$ cat src/rtl/mem_access_unit.sv
// MEM-stage data-memory sequencer: one req/ack transaction per access, store lane alignment,
// load lane extraction, misalign and timeout exceptions. Optional macro SIGNED_LOAD_EN adds sign_ext.
module mem_access_unit #(
  parameter int TIMEOUT = 255
) (
  input  logic        clk,
  input  logic        rst_n,
  input  logic        valid_in,
  input  logic [10:0] ctrl_in,
  input  logic [1:0]  size,
  input  logic [31:0] addr,
  input  logic [31:0] wdata,
`ifdef SIGNED_LOAD_EN
  input  logic        sign_ext,
`endif
  output logic        stall,
  output logic [31:0] rd_data,
  output logic        rd_valid,
  output logic        exc_misalign,
  output logic        exc_bus,
  output logic        mem_req,
  output logic        mem_we,
  output logic [31:0] mem_addr,
  output logic [3:0]  mem_be,
  output logic [31:0] mem_wdata,
  input  logic [31:0] mem_rdata,
  input  logic        mem_ack
);

  localparam logic [0:0] S_IDLE = 1'b0;
  localparam logic [0:0] S_BUSY = 1'b1;
  localparam logic [7:0] TO_LAST = 8'(TIMEOUT - 1);

  logic [0:0]  state_q, state_d;
  logic [7:0]  cnt_q, cnt_d;
  logic        mem_req_q, mem_req_d;
  logic        mem_we_q, mem_we_d;
  logic [31:0] mem_addr_q, mem_addr_d;
  logic [3:0]  mem_be_q, mem_be_d;
  logic [31:0] mem_wdata_q, mem_wdata_d;
  logic [31:0] rd_data_q, rd_data_d;
  logic        rd_valid_q, rd_valid_d;
  logic        exc_mis_q, exc_mis_d;
  logic        exc_bus_q, exc_bus_d;
  logic [1:0]  size_q, size_d;
  logic [1:0]  off_q, off_d;
  logic        sext_q, sext_d;

  logic mem_op, is_wr, aligned, accept, sext_in;
  logic unused_ctrl;

`ifdef SIGNED_LOAD_EN
  assign sext_in = sign_ext;
`else
  assign sext_in = 1'b0;
`endif

  assign unused_ctrl = ^{ctrl_in[10:9], ctrl_in[6:0]};

  function automatic logic [3:0] be_gen(input logic [1:0] sz, input logic [1:0] off);
    case (sz)
      2'b01:   be_gen = off[1] ? 4'b1100 : 4'b0011;
      2'b10:   be_gen = 4'b0001 << off;
      default: be_gen = 4'b1111;
    endcase
  endfunction

  function automatic logic [31:0] lane_gen(input logic [1:0] sz, input logic [31:0] wd);
    case (sz)
      2'b01:   lane_gen = {2{wd[15:0]}};
      2'b10:   lane_gen = {4{wd[7:0]}};
      default: lane_gen = wd;
    endcase
  endfunction

  function automatic logic [31:0] load_ext(input logic [1:0] sz, input logic [1:0] off,
                                           input logic sx, input logic [31:0] rdata);
    logic [7:0]  b;
    logic [15:0] h;
    case (off)
      2'd0:    b = rdata[7:0];
      2'd1:    b = rdata[15:8];
      2'd2:    b = rdata[23:16];
      default: b = rdata[31:24];
    endcase
    h = off[1] ? rdata[31:16] : rdata[15:0];
    case (sz)
      2'b01:   load_ext = {{16{sx & h[15]}}, h};
      2'b10:   load_ext = {{24{sx & b[7]}}, b};
      default: load_ext = rdata;
    endcase
  endfunction

  assign mem_op = valid_in & (ctrl_in[8] | ctrl_in[7]);
  assign is_wr  = ctrl_in[7];

  always_comb begin
    case (size)
      2'b01:   aligned = ~addr[0];
      2'b10:   aligned = 1'b1;
      default: aligned = (addr[1:0] == 2'b00);
    endcase
  end

  assign accept = (state_q == S_IDLE) & mem_op & aligned;
  assign stall  = accept | (state_q == S_BUSY);

  always_comb begin
    state_d     = state_q;
    cnt_d       = cnt_q;
    mem_req_d   = mem_req_q;
    mem_we_d    = mem_we_q;
    mem_addr_d  = mem_addr_q;
    mem_be_d    = mem_be_q;
    mem_wdata_d = mem_wdata_q;
    rd_data_d   = rd_data_q;
    size_d      = size_q;
    off_d       = off_q;
    sext_d      = sext_q;
    rd_valid_d  = 1'b0;
    exc_mis_d   = 1'b0;
    exc_bus_d   = 1'b0;
    case (state_q)
      S_IDLE: begin
        if (mem_op && !aligned) begin
          exc_mis_d = 1'b1;
        end else if (accept) begin
          state_d     = S_BUSY;
          cnt_d       = 8'd0;
          mem_req_d   = 1'b1;
          mem_we_d    = is_wr;
          mem_addr_d  = {addr[31:2], 2'b00};
          mem_be_d    = be_gen(size, addr[1:0]);
          mem_wdata_d = lane_gen(size, wdata);
          size_d      = size;
          off_d       = addr[1:0];
          sext_d      = sext_in;
        end
      end
      default: begin
        // An ack in the expiry cycle still completes the access normally.
        if (mem_ack) begin
          state_d   = S_IDLE;
          mem_req_d = 1'b0;
          if (!mem_we_q) begin
            rd_valid_d = 1'b1;
            rd_data_d  = load_ext(size_q, off_q, sext_q, mem_rdata);
          end
        end else if (cnt_q == TO_LAST) begin
          state_d   = S_IDLE;
          mem_req_d = 1'b0;
          exc_bus_d = 1'b1;
        end else begin
          cnt_d = cnt_q + 8'd1;
        end
      end
    endcase
  end

  always_ff @(posedge clk) begin
    if (!rst_n) begin
      state_q     <= S_IDLE;
      cnt_q       <= 8'd0;
      mem_req_q   <= 1'b0;
      mem_we_q    <= 1'b0;
      mem_addr_q  <= 32'd0;
      mem_be_q    <= 4'd0;
      mem_wdata_q <= 32'd0;
      rd_data_q   <= 32'd0;
      rd_valid_q  <= 1'b0;
      exc_mis_q   <= 1'b0;
      exc_bus_q   <= 1'b0;
      size_q      <= 2'd0;
      off_q       <= 2'd0;
      sext_q      <= 1'b0;
    end else begin
      state_q     <= state_d;
      cnt_q       <= cnt_d;
      mem_req_q   <= mem_req_d;
      mem_we_q    <= mem_we_d;
      mem_addr_q  <= mem_addr_d;
      mem_be_q    <= mem_be_d;
      mem_wdata_q <= mem_wdata_d;
      rd_data_q   <= rd_data_d;
      rd_valid_q  <= rd_valid_d;
      exc_mis_q   <= exc_mis_d;
      exc_bus_q   <= exc_bus_d;
      size_q      <= size_d;
      off_q       <= off_d;
      sext_q      <= sext_d;
    end
  end

  assign mem_req      = mem_req_q;
  assign mem_we       = mem_we_q;
  assign mem_addr     = mem_addr_q;
  assign mem_be       = mem_be_q;
  assign mem_wdata    = mem_wdata_q;
  assign rd_data      = rd_data_q;
  assign rd_valid     = rd_valid_q;
  assign exc_misalign = exc_mis_q;
  assign exc_bus      = exc_bus_q;

endmodule

$ cat config.mk
export PLATFORM = sky130hd
export DESIGN_NAME = mem_access_unit
export DESIGN_NICKNAME = d
export VERILOG_FILES = /design/src/rtl/mem_access_unit.sv
export SDC_FILE = /design/constraint.sdc
export NUM_CORES = 1
export LEC_CHECK = 0
export ABC_AREA = 1
export CORE_ASPECT_RATIO = 0.9
export CORE_MARGIN = 2
export CORE_UTILIZATION = 40
export DETAILED_ROUTE_END_ITERATION = 7
export PLACE_DENSITY = 0.76
export SLEW_MARGIN = 20
export SYNTH_ARGS = -nofsm -noshare
export SYNTH_HDL_FRONTEND = slang
export SYNTH_SLANG_ARGS = --single-unit
$ cat constraint.sdc
create_clock -name clk -period 4.3 [get_ports clk]
set_input_delay 1.075 -clock clk [delete_from_list [all_inputs] [get_ports clk]]
set_output_delay 1.075 -clock clk [all_outputs]
set_load 0.03 [all_outputs]
# == Word-level counts from Yosys, hierarchy flattened ==
# Cells that the tools add are included.
# totals
word_cells,76
input_bits,113
output_inout_bits,106
ff_bits,116
# op_classes
reduce_logical,12
bitwise,10
n_shift,1
eq_ne,11
addsub,1
muxes,28
# ops
cell,count
$pmux W32 S2,2
$mux W8,8
$pmux W8 S3,1
$mux W16,1
$mux W1,13
$reduce_and A3 Y1,4
$add A8 B1 Y8 const B,1
$eq A8 B8 Y1 const B,1
$pmux W4 S2,1
$eq A2 B1 Y1 const B,3
$eq A2 B2 Y1 const B,3
$ne A2 B2 Y1 const B,3
$not A1 Y1,5
$logic_not A2 Y1,2
$mux W4,1
$reduce_and A4 Y1,1
$shl A1 B2 Y4 const A,1
$and A1 B1 Y1,3
$ne A3 B2 Y1 const B,1
$reduce_or A3 Y1,1
$or A1 B1 Y1,2
$pmux W1 S2,1
$reduce_bool A2 Y1,1
$reduce_or A2 Y1,1
other kinds (2),2

# == Logic depth before layout (Yosys ltp) ==
# logic_depth
depth_word,7
ltp_mapped,12
ltp_nobuf,11

# == Worst setup path after synthesis ==
# OpenSTA, ideal clock, no wires.
# synth_timing
kind,input port to output port
from,in size[0]
to,out stall
setup_slack_ns,0.875
cell_stages,10
arrival_ns,2.350
n_path_buf,3
required_time_ns,3.225
path_cell_list,inv_1 -> ha_1 -> buf_4 -> o21ai_1 -> nand2_2 -> inv_2 -> nand2_2 -> buf_6 -> buf_6 -> nand2_1
# synth_via
elab_chain_cells,4
word_cells_on_any_way,5
cone_classes,eq/ne (2); mux (1); bitwise (2)
# synth_lines
item,line,text
"start, declared",10,"input logic [1:0] size,"
$eq A2 B2 Y1 / $eq A2 B1 Y1 (equally long branches),98,case (size)
$pmux W1 S2 (*),98,
$and A1 B1 Y1 (*),105,assign accept = (state_q == S_IDLE) & mem_op & aligned;
$or A1 B1 Y1 (*),106,assign stall = accept | (state_q == S_BUSY);
"end, declared",16,"output logic stall,"
# Every way passes the cells marked *; elsewhere a longest branch is shown, timed or not.

# == Final worst setup path ==
# Ends and elaborated chain as after synthesis.

==> reports/metrics.yaml <==
clock_network:
  post_cts_hold_buffer_count: 0
  cts_resized: 0
  tritoncts_num_sinks: 116
  cts_tree: "yes"
  tritoncts.num_buffers: 17
  cts.htree.levels: 4
  clock_insertion_delay_worst_skew_ns: 0.41
  clockBufferDepth: 2
  clk_transition_reported_paths_ns: 0.05
  root_buffer: "clkbuf_16"
  cts.repair_timing.setup_buffer_count: 0
logic_synthesis:
  synth_xor_area_frac: 0.00505
  synth_cell_type_count: 35
  synthSimpleGateAreaFrac: 0.257
  syn-instance-count: 728
  synth-seq-area-share: 0.446
  adder_and_majority_gate_portion_of_the_synthesized_area: 0.0144
  synth_top_family_by_area: "simple AND/OR/NAND/NOR gates"
  synth_top_cell_area_share: 0.446
  edff_count_synth: 0
  muxShareOfSynthArea: 0
  post_synth_instance_area_mm2: 0.00521
  ys_seq_elements: 116
  number_of_warnings_reported_in_the_yosys_synthesis_log: 0
  synthFlopType: "dfxtp_1"
  synth.top_cells.by_area: "dfxtp_1 45%, nor2_1 10%, nand2_1 9.4%"
  ys_async_sr_fraction: 0
  synth_compound_gate_area_share: 0.188
  yosysTopAreaCell: "dfxtp_1"
  syn_area_cell_um2: 7.15
global_routing:
  global_route.overflow_total: 0
  global_routing_usage_summed_across_all_routing_layers: 0.226
  grt_pass1_wl_um: 25600
  vias_in_the_first_global_route: 5053
  grt_start_max_net_pins: 68
  grt_antenna_before_repair: 0
sta:
  finalSetupViolCount: 0
  slew_headroom: 0.506
  postLayoutSetupSlackWorst_ns: 0.171
  final-hold-violation-count: 0
  finalMaxSlewViolations: 0
  worst_slew_pin_slew_ns: 0.741
  max_freq_mhz: 242
  final.min_clock_period_ns: 4.13
  tns_ns: 0
  grt_setup_unrepaired: "false"
  min_period_over_period: 0.960
  timing.clock.skew_ns: 0.00676
  hold-worst-slack_ns: 0.470
critical_path:
  worst_setup_path_end_kind: "output port"
  worst_ep_arrival_time_ns: 3.05
  timing_worst_setup_path_type: "in -> out"
  timing.critical_path.required_ns: 3.22
  critical-path-slowest-cell: "clkdlybuf4s50_1"
  max_stage_delay_ns: 0.71
  cp_launch_type: "input port"
  worstPathCellList: "clkdlybuf4s50_1 > inv_1 > ha_1 > o21ai_1 > nand2_2 > inv_2 > nand2_2 > nand2_1 > clkdlybuf4s50_1"
  worstPathMaxFanout: 3
die:
  die_h_um: 112
  die-area_mm2: 0.0139
  initial_utilization: 0.410
  chip_width_um: 124
  std_cell_rows: 39
  top_level_ports: 219
  coreArea_mm2: 0.0127
outcome:
  status: "complete, no violations"
routing:
  ant_nets: 0
  totalWireLength_um: 16200
  initialDrtViolationCount: 271
  drt-wirelength-per-cell_um: 14.8
  vias: 5481
  number_of_remaining_drc_errors: 0
  vias_per_cell: 5.01
  first_pass_iters: 5
placed_design:
  place_worst_setup_slack_ns: 0.175
  gp_congestion: 0.862
  io_buffers: 207
  dp_hpwl_um: 10900
  placed_cells: 1063
hold_path:
  hold_path_class: "reg -> reg"
cells_and_area:
  area_growth_pct: 52.9
  nNetsFinal: 1037
  final-instance-count-excl-fill: 1094
  drive_gt1_frac: 0.0602
  antenna_cells_inserted: 0
  filler_cell_count: 1144
job:
  max_cap_viol_count: 0
pwr:
  vdd_drop_max_mv: 0.313
  power_density_cells_mw_per_mm2: 434
  power.leakage_nw: 3.31
[logic make-up (layout without fill, tap and decap cells)]
group,count (synthesis),in the layout
simple gates,330,330
compound gates,179,179
flops,116,116
xor+xnor,3,3
fa+ha+maj,6,6
buf+inv,93,294
other cells,1,2
[area by class of cell]
cell class                 count  area [um^2]  share of cell area
clock buffer                  22          484              0.0608
clock inverter                 9          198              0.0248
multi-input combinational    520         2420               0.304
timing repair buffer         217         2150               0.271
inverter                      46          175              0.0220
sequential                   116         2320               0.292
tap                          164          205              0.0258
[routing by layer]
| layer | routed length [um] | global-route usage |
|---|---|---|
| met5 | 0 | 0 |
| met4 | 327 | 0.0839 |
| met3 | 1030 | 0.0577 |
| met2 | 7280 | 0.354 |
| met1 | 7530 | 0.304 |
[worst max-delay path: cells and delay by family]
kind / cells / cell delay [ns]
compound gates: 1 / 0.11
fa+ha+maj: 1 / 0.33
buf+inv: 4 / 1.33
simple gates: 3 / 0.22
[state kept, by name, summed over array words and instances, names as in the netlist]
name	cells
mem_wdata	32
rd_data	32
mem_addr	30
cnt_q	8
mem_be	4
off_q	2
size_q	2
exc_bus	1
exc_misalign	1
mem_req	1
mem_we	1
rd_valid	1
state_q	1
[layout by cell type, fill, tap and decap left out, drive strengths merged, types with 7 or more instances in the layout]
cell           instances
clkdlybuf4s50        206
nor2                 143
nand2                134
dfxtp                116
o21ai                114
nand3                 48
inv                   45
a21oi                 37
clkbuf                22
buf                   11
a32oi                  7
a22oi                  7
o31ai                  7
[worst paths after layout]
| check | startpoint | end | slack, ns | cells after the start |
|---|---|---|---|---|
| worst max register to register | size_q[0]$_SDFFE_PN0P_ | rd_data[12]$_SDFFE_PN0P_ | 1.86 | 7 |
| worst max-delay path | size[0] | stall | 0.17 | 9 |
| worst min-delay path | rd_data[0]$_SDFFE_PN0P_ | rd_data[0]$_SDFFE_PN0P_ | 0.47 | 2 |
| worst min register to register | rd_data[0]$_SDFFE_PN0P_ | rd_data[0]$_SDFFE_PN0P_ | 0.47 | 2 |
[metrics by stage]
stage / cell area, um^2 / power [W] / util
floorplan: 5210 / 0.00157 / -
global placement: 7280 / 0.00185 / 0.574
detailed placement: 7280 / 0.00185 / 0.574
CTS: 7960 / 0.00348 / 0.628
global route: 7960 / 0.00359 / 0.628
finish: 7960 / 0.00346 / 0.628
[Yosys cell counts (5+ instances only)]
library cell,instances
a31oi_1,6
o21ai_0,67
clkbuf_1,21
ha_1,6
a22oi_1,7
o21ai_1,46
a32oi_1,7
buf_2,9
o31ai_1,7
nand2_1,130
a21oi_1,35
nand3_1,48
inv_1,41
buf_4,5
buf_6,11
nor2_1,140
dfxtp_1,116
[where the power goes]
| part | switching (W) | internal, W | total, W |
|---|---|---|---|
| Sequential | 0.0000393 | 0.00115 | 0.00119 |
| Combinational | 0.000378 | 0.000272 | 0.000650 |
| Clock | 0.000482 | 0.00114 | 0.00162 |
(Power assumes the default switching activity.)
==> edit 1: new RTL, config.mk and constraints unchanged <==
Build with the macro `SIGNED_LOAD_EN` defined.
--- a/src/rtl/mem_access_unit.sv
+++ b/src/rtl/mem_access_unit.sv
@@ -1,5 +1,7 @@
 // MEM-stage data-memory sequencer: one req/ack transaction per access, store lane alignment,
 // load lane extraction, misalign and timeout exceptions. Optional macro SIGNED_LOAD_EN adds sign_ext.
+`define SIGNED_LOAD_EN
+
 module mem_access_unit #(
   parameter int TIMEOUT = 255
 ) (
Ports: changed (added sign_ext); port bits go from 219 to 220. The function was not compared with the original's and may differ.
==> edit 1 against the unedited design <==
Final cell count rose by 3.0%; worst hold slack worse by 0.012 ns; wire length rose by 1.5%; first-iteration DRC count rose by 48%; critical path depth is 1 lower; power shrank 5.1%; final area rose by 0.31%; sequential cell count is 1 higher; synthesized cell count is 4.9% higher; area after synthesis increased by 1.8%; setup slack better by 0.44 ns; largest power group unchanged.
==> edit 1: results (changes against the unedited design) <==
Run status
  • Run status: finished clean

Clocking
  • Post-CTS Setup Inserts: 0 (unchanged)
  • Gates resized, CTS repair: 0 (unchanged)
  • TritonCTS buffer count: 17 (unchanged)
  • Clock buffer depth: 2 (unchanged)
  • CTS Root Cell: clkbuf_16

Critical path
  • CP delay by family, top: buffers and inverters
  • CP max FO: 7 (+4)
  • Slowest CP cell: clkdlybuf4s50_1
  • Max incr delay on CP: 0.50 ns (-0.21 ns)

Layout
  • Share of cells above drive strength 1: 5.40% (-0.62 points)
  • Ant diodes: 0 (unchanged)
  • Fillers: 1166 (+1.9%)
  • Final Non-Filler Cells: 1127 (+3.0%)
  • Post-layout util: 62.2% (-0.52 points)

Global routing
  • GR Util All Layers: 22.9% (+0.23 points)
  • Antenna violations before repair: 0 (unchanged)
  • Largest net degree at the start of global routing: 58 (-15%)
  • First-pass GRT wire length: 26000 µm (+1.3%)
  • Vias in the first global route: 5025 (-0.55%)

Place
  • Placed cell area: 0.00735 mm² (+0.89%)
  • Hpwl dp: 11100 µm (+1.9%)
  • GPL Wtd Cong: 0.853 (-1.1%)
  • Place WS: 0.538 ns (+0.363 ns)
  • IO buf count: 208 (+0.48%)

Route
  • Total wire length: 16400 µm (+1.5%)
  • Drt first-iter violations: 401 (+48%)
  • Total vias in the final route: 5591 (+2.0%)

STA
  • Rel. slew slack: 56.3% (+5.7 points)
  • Setup Skew: 0.00754 ns (+0.000779 ns)

Synth
  • XOR/XNOR Fraction of Synth Area: 0.331% (-0.17 points)
  • Mux share of post-synthesis cell area: 0% (unchanged)
  • Post-synthesis compound-gate area fraction: 19.6% (+0.76 points)
  • Synth Area in Adders: 1.42% (-0.025 points)
  • Number of standard cells after synthesis: 764 (+4.9%)
  • Top cells by count, synth: 240 x nand2_1, 136 x a21oi_1, 117 x dfxtp_1, 68 x nor2_1, 65 x o21ai_0
  • Number of synthesized flops with an enable pin: 0 (unchanged)
  • Library cells used by synthesis: 25 (-29%)
  • Seq/Total Area, Yosys: 44.2% (-0.39 points)
  • Top cells by area, synth: dfxtp_1 44%, nand2_1 17%, a21oi_1 13%, o21ai_0 6.1%, nor2_1 4.8%

Pwr
  • Maximum VDD drop: 0.000299 V (-4.4%)
  • Leakage: 3.15 nW (-4.9%)
==> edit 1: changes by cell type in the layout (fill, tap and decap cells not counted), moves of 10 or more <==
cell	before	now
a21oi_1	35	136
inv_1	41	31
nand2_1	130	240
nand3_1	48	29
nor2_1	140	68
o21ai_1	46	2
==> edit 1: tightest hold or removal path, delay by kind of cell (launching register included) <==
kind	cells	cell delay, ns
simple gates	1	0.06
flops	1	0.30
compound gates	1	0.05
==> edit 1: per-layer routing <==
metal / GRT usage, % / routed length (µm)
met2: 34.3 / 7500
met5: 0 / 0
met3: 6.71 / 1060
met4: 8.89 / 338
met1: 31.1 / 7500
==> edit 1: report_power, final <==
part	total [W]	switching [W]	leakage, nW	internal [W]
registers	0.00117	0.0000331	0.951	0.00114
clock network	0.00153	0.000488	0.318	0.00104
logic	0.000582	0.000340	1.88	0.000242
==> edit 1: path summary, 6_finish.rpt <==
check / startpoint / to / slack, ns / cells past startpoint
max: size[0] / stall / 0.61 / 8
min: mem_req / mem_req / 0.46 / 2
max reg2reg: size_q[0] / rd_data[5] / 2.00 / 9
min reg2reg: mem_req / mem_req / 0.46 / 2
==> edit 1: logic make-up after synthesis <==
| family | count (synthesis) |
|---|---|
| AOI/OAI and AO/OA | 206 |
| xor gates and xnor gates | 2 |
| adders and majority gates | 6 |
| buffers and inverters | 89 |
| DFF | 117 |
| other | 1 |
| and+or+nand+nor | 343 |
==> edit 1: through the flow <==
| step | power, W | hold slack [ns] |
|---|---|---|
| 5_1_grt | 0.00342 | 0.478 |
| 2_1_floorplan | 0.00153 | 0.451 |
| 3_3_place_gp | 0.00177 | 0.449 |
| 4_1_cts | 0.00331 | 0.459 |
| 6_report | 0.00328 | 0.458 |
| 3_5_place_dp | 0.00177 | 0.451 |
==> edit 1: area by class of cell <==
class,count,share of cell area (%)
Sequential cell,117,29.3
Clock inverter,9,1.85
Multi-Input combinational cell,559,31.2
Clock buffer,22,6.19
Tap cell,164,2.57
Inverter,39,1.83
Timing Repair Buffer,217,27.0
==> edit 2: new RTL, same flow settings <==
Made on the original files. Take the reset off `mem_addr_q` and load it in a clocked block of its own.
--- a/src/rtl/mem_access_unit.sv
+++ b/src/rtl/mem_access_unit.sv
@@ -163,7 +163,6 @@
       cnt_q       <= 8'd0;
       mem_req_q   <= 1'b0;
       mem_we_q    <= 1'b0;
-      mem_addr_q  <= 32'd0;
       mem_be_q    <= 4'd0;
       mem_wdata_q <= 32'd0;
       rd_data_q   <= 32'd0;
@@ -178,7 +177,6 @@
       cnt_q       <= cnt_d;
       mem_req_q   <= mem_req_d;
       mem_we_q    <= mem_we_d;
-      mem_addr_q  <= mem_addr_d;
       mem_be_q    <= mem_be_d;
       mem_wdata_q <= mem_wdata_d;
       rd_data_q   <= rd_data_d;
@@ -191,6 +189,10 @@
     end
   end
 
+  always_ff @(posedge clk) begin
+    mem_addr_q <= mem_addr_d;
+  end
+
   assign mem_req      = mem_req_q;
   assign mem_we       = mem_we_q;
   assign mem_addr     = mem_addr_q;
Behaviour: not the same (Yosys sat finds a counterexample within 4 cycles, from zero or initial values and one cycle with rst_n low).
==> edit 2 against the unedited design <==
Final area fell by 3.4%; final cell count fell by 9.5%; sequential cell count did not move; power fell by 10%; global-route usage fell by 0.19 points; area after synthesis fell by 4.2%; largest cell class is now flip-flops and latches; wire length fell by 6.5%; setup slack improved by 0.42 ns.
==> edit 2: results (changes against the unedited design) <==
Synth
  • Post-synthesis compound-gate area fraction: 15.7% (-3.1 points)
  • Top cells by count, synth: 146 x nand2_1, 86 x dfxtp_1, 66 x nor2_1, 63 x a21oi_1, 47 x o21ai_0
  • Top cells by area, synth: dfxtp_1 35%, edfxtp_1 18%, nand2_1 11%, a21oi_1 6.3%, nor2_1 5.0%
  • Synth Area in Adders: 1.51% (+0.064 points)
  • Library cells used by synthesis: 31 (-11%)
  • Seq/Total Area, Yosys: 52.6% (+8.0 points)
  • XOR/XNOR Fraction of Synth Area: 0.176% (-0.33 points)

Global routing
  • Met3 Use GR: 7.52% (+1.8 points)
  • Met2 usage in global routing: 35.6% (+0.18 points)
  • First-pass GRT wire length: 22900 µm (-11%)
  • Largest net degree at the start of global routing: 61 (-10%)
  • GR Util All Layers: 22.5% (-0.19 points)
  • Vias in the first global route: 4629 (-8.4%)

Pwr
  • Power share of the combinational group: 16.7% (-2.1 points)
  • Clock group: 0.00138 W (-15%)
  • Maximum VDD drop: 0.000285 V (-8.9%)
  • Internal power: 0.00230 W (-10%)
  • Sw Share: 26.0% (+0.030 points)

Layout
  • Final Non-Filler Cells: 990 (-9.5%)
  • Share of cells above drive strength 1: 6.14% (+0.12 points)

Place
  • Hpwl dp: 10800 µm (-1.2%)
  • Place WS: 0.568 ns (+0.392 ns)
  • GPL Wtd Cong: 0.867 (+0.59%)
  • Placed cell area: 0.00712 mm² (-2.2%)

Clocking
  • Gates resized, CTS repair: 0 (unchanged)
  • CTS Root Cell: clkbuf_16

Route
  • Total wire length: 15100 µm (-6.5%)
  • Met2 routed WL: 7050 µm (-3.2%)
  • DR WL met3: 1310 µm (+27%)

Critical path
  • CP max FO: 13 (+10)
  • Slowest CP cell: clkdlybuf4s50_1

STA
  • Setup Skew: 0.00795 ns (+0.00119 ns)

Run status
  • Run status: finished clean
-- edit 2: cell count changes in the layout (fill, tap and decap cells not counted), moves of 20 or more --
cell / unedited run / this run
nor2_1: 140 / 66
dfxtp_1: 116 / 86
o21ai_0: 67 / 47
edfxtp_1: 0 / 30
a21oi_1: 35 / 63
o21ai_1: 46 / 2
-- edit 2: path summary, 6_finish.rpt --
path | start | end | slack, ns
max | size[1] | stall | 0.59
min | mem_be[2] | mem_be[2] | 0.46
max reg2reg | size_q[0] | rd_data[11] | 1.80
min reg2reg | mem_be[2] | mem_be[2] | 0.46
-- edit 2: area by class of cell --
class | instances | area (µm²) | share of cell area [%]
Sequential cell | 116 | 2620 | 34.1
Multi-Input combinational cell | 420 | 1990 | 25.9
Clock inverter | 11 | 136 | 1.77
Tap cell | 160 | 200 | 2.60
Clock buffer | 21 | 440 | 5.72
Timing Repair Buffer | 214 | 2120 | 27.6
Inverter | 48 | 180 | 2.34
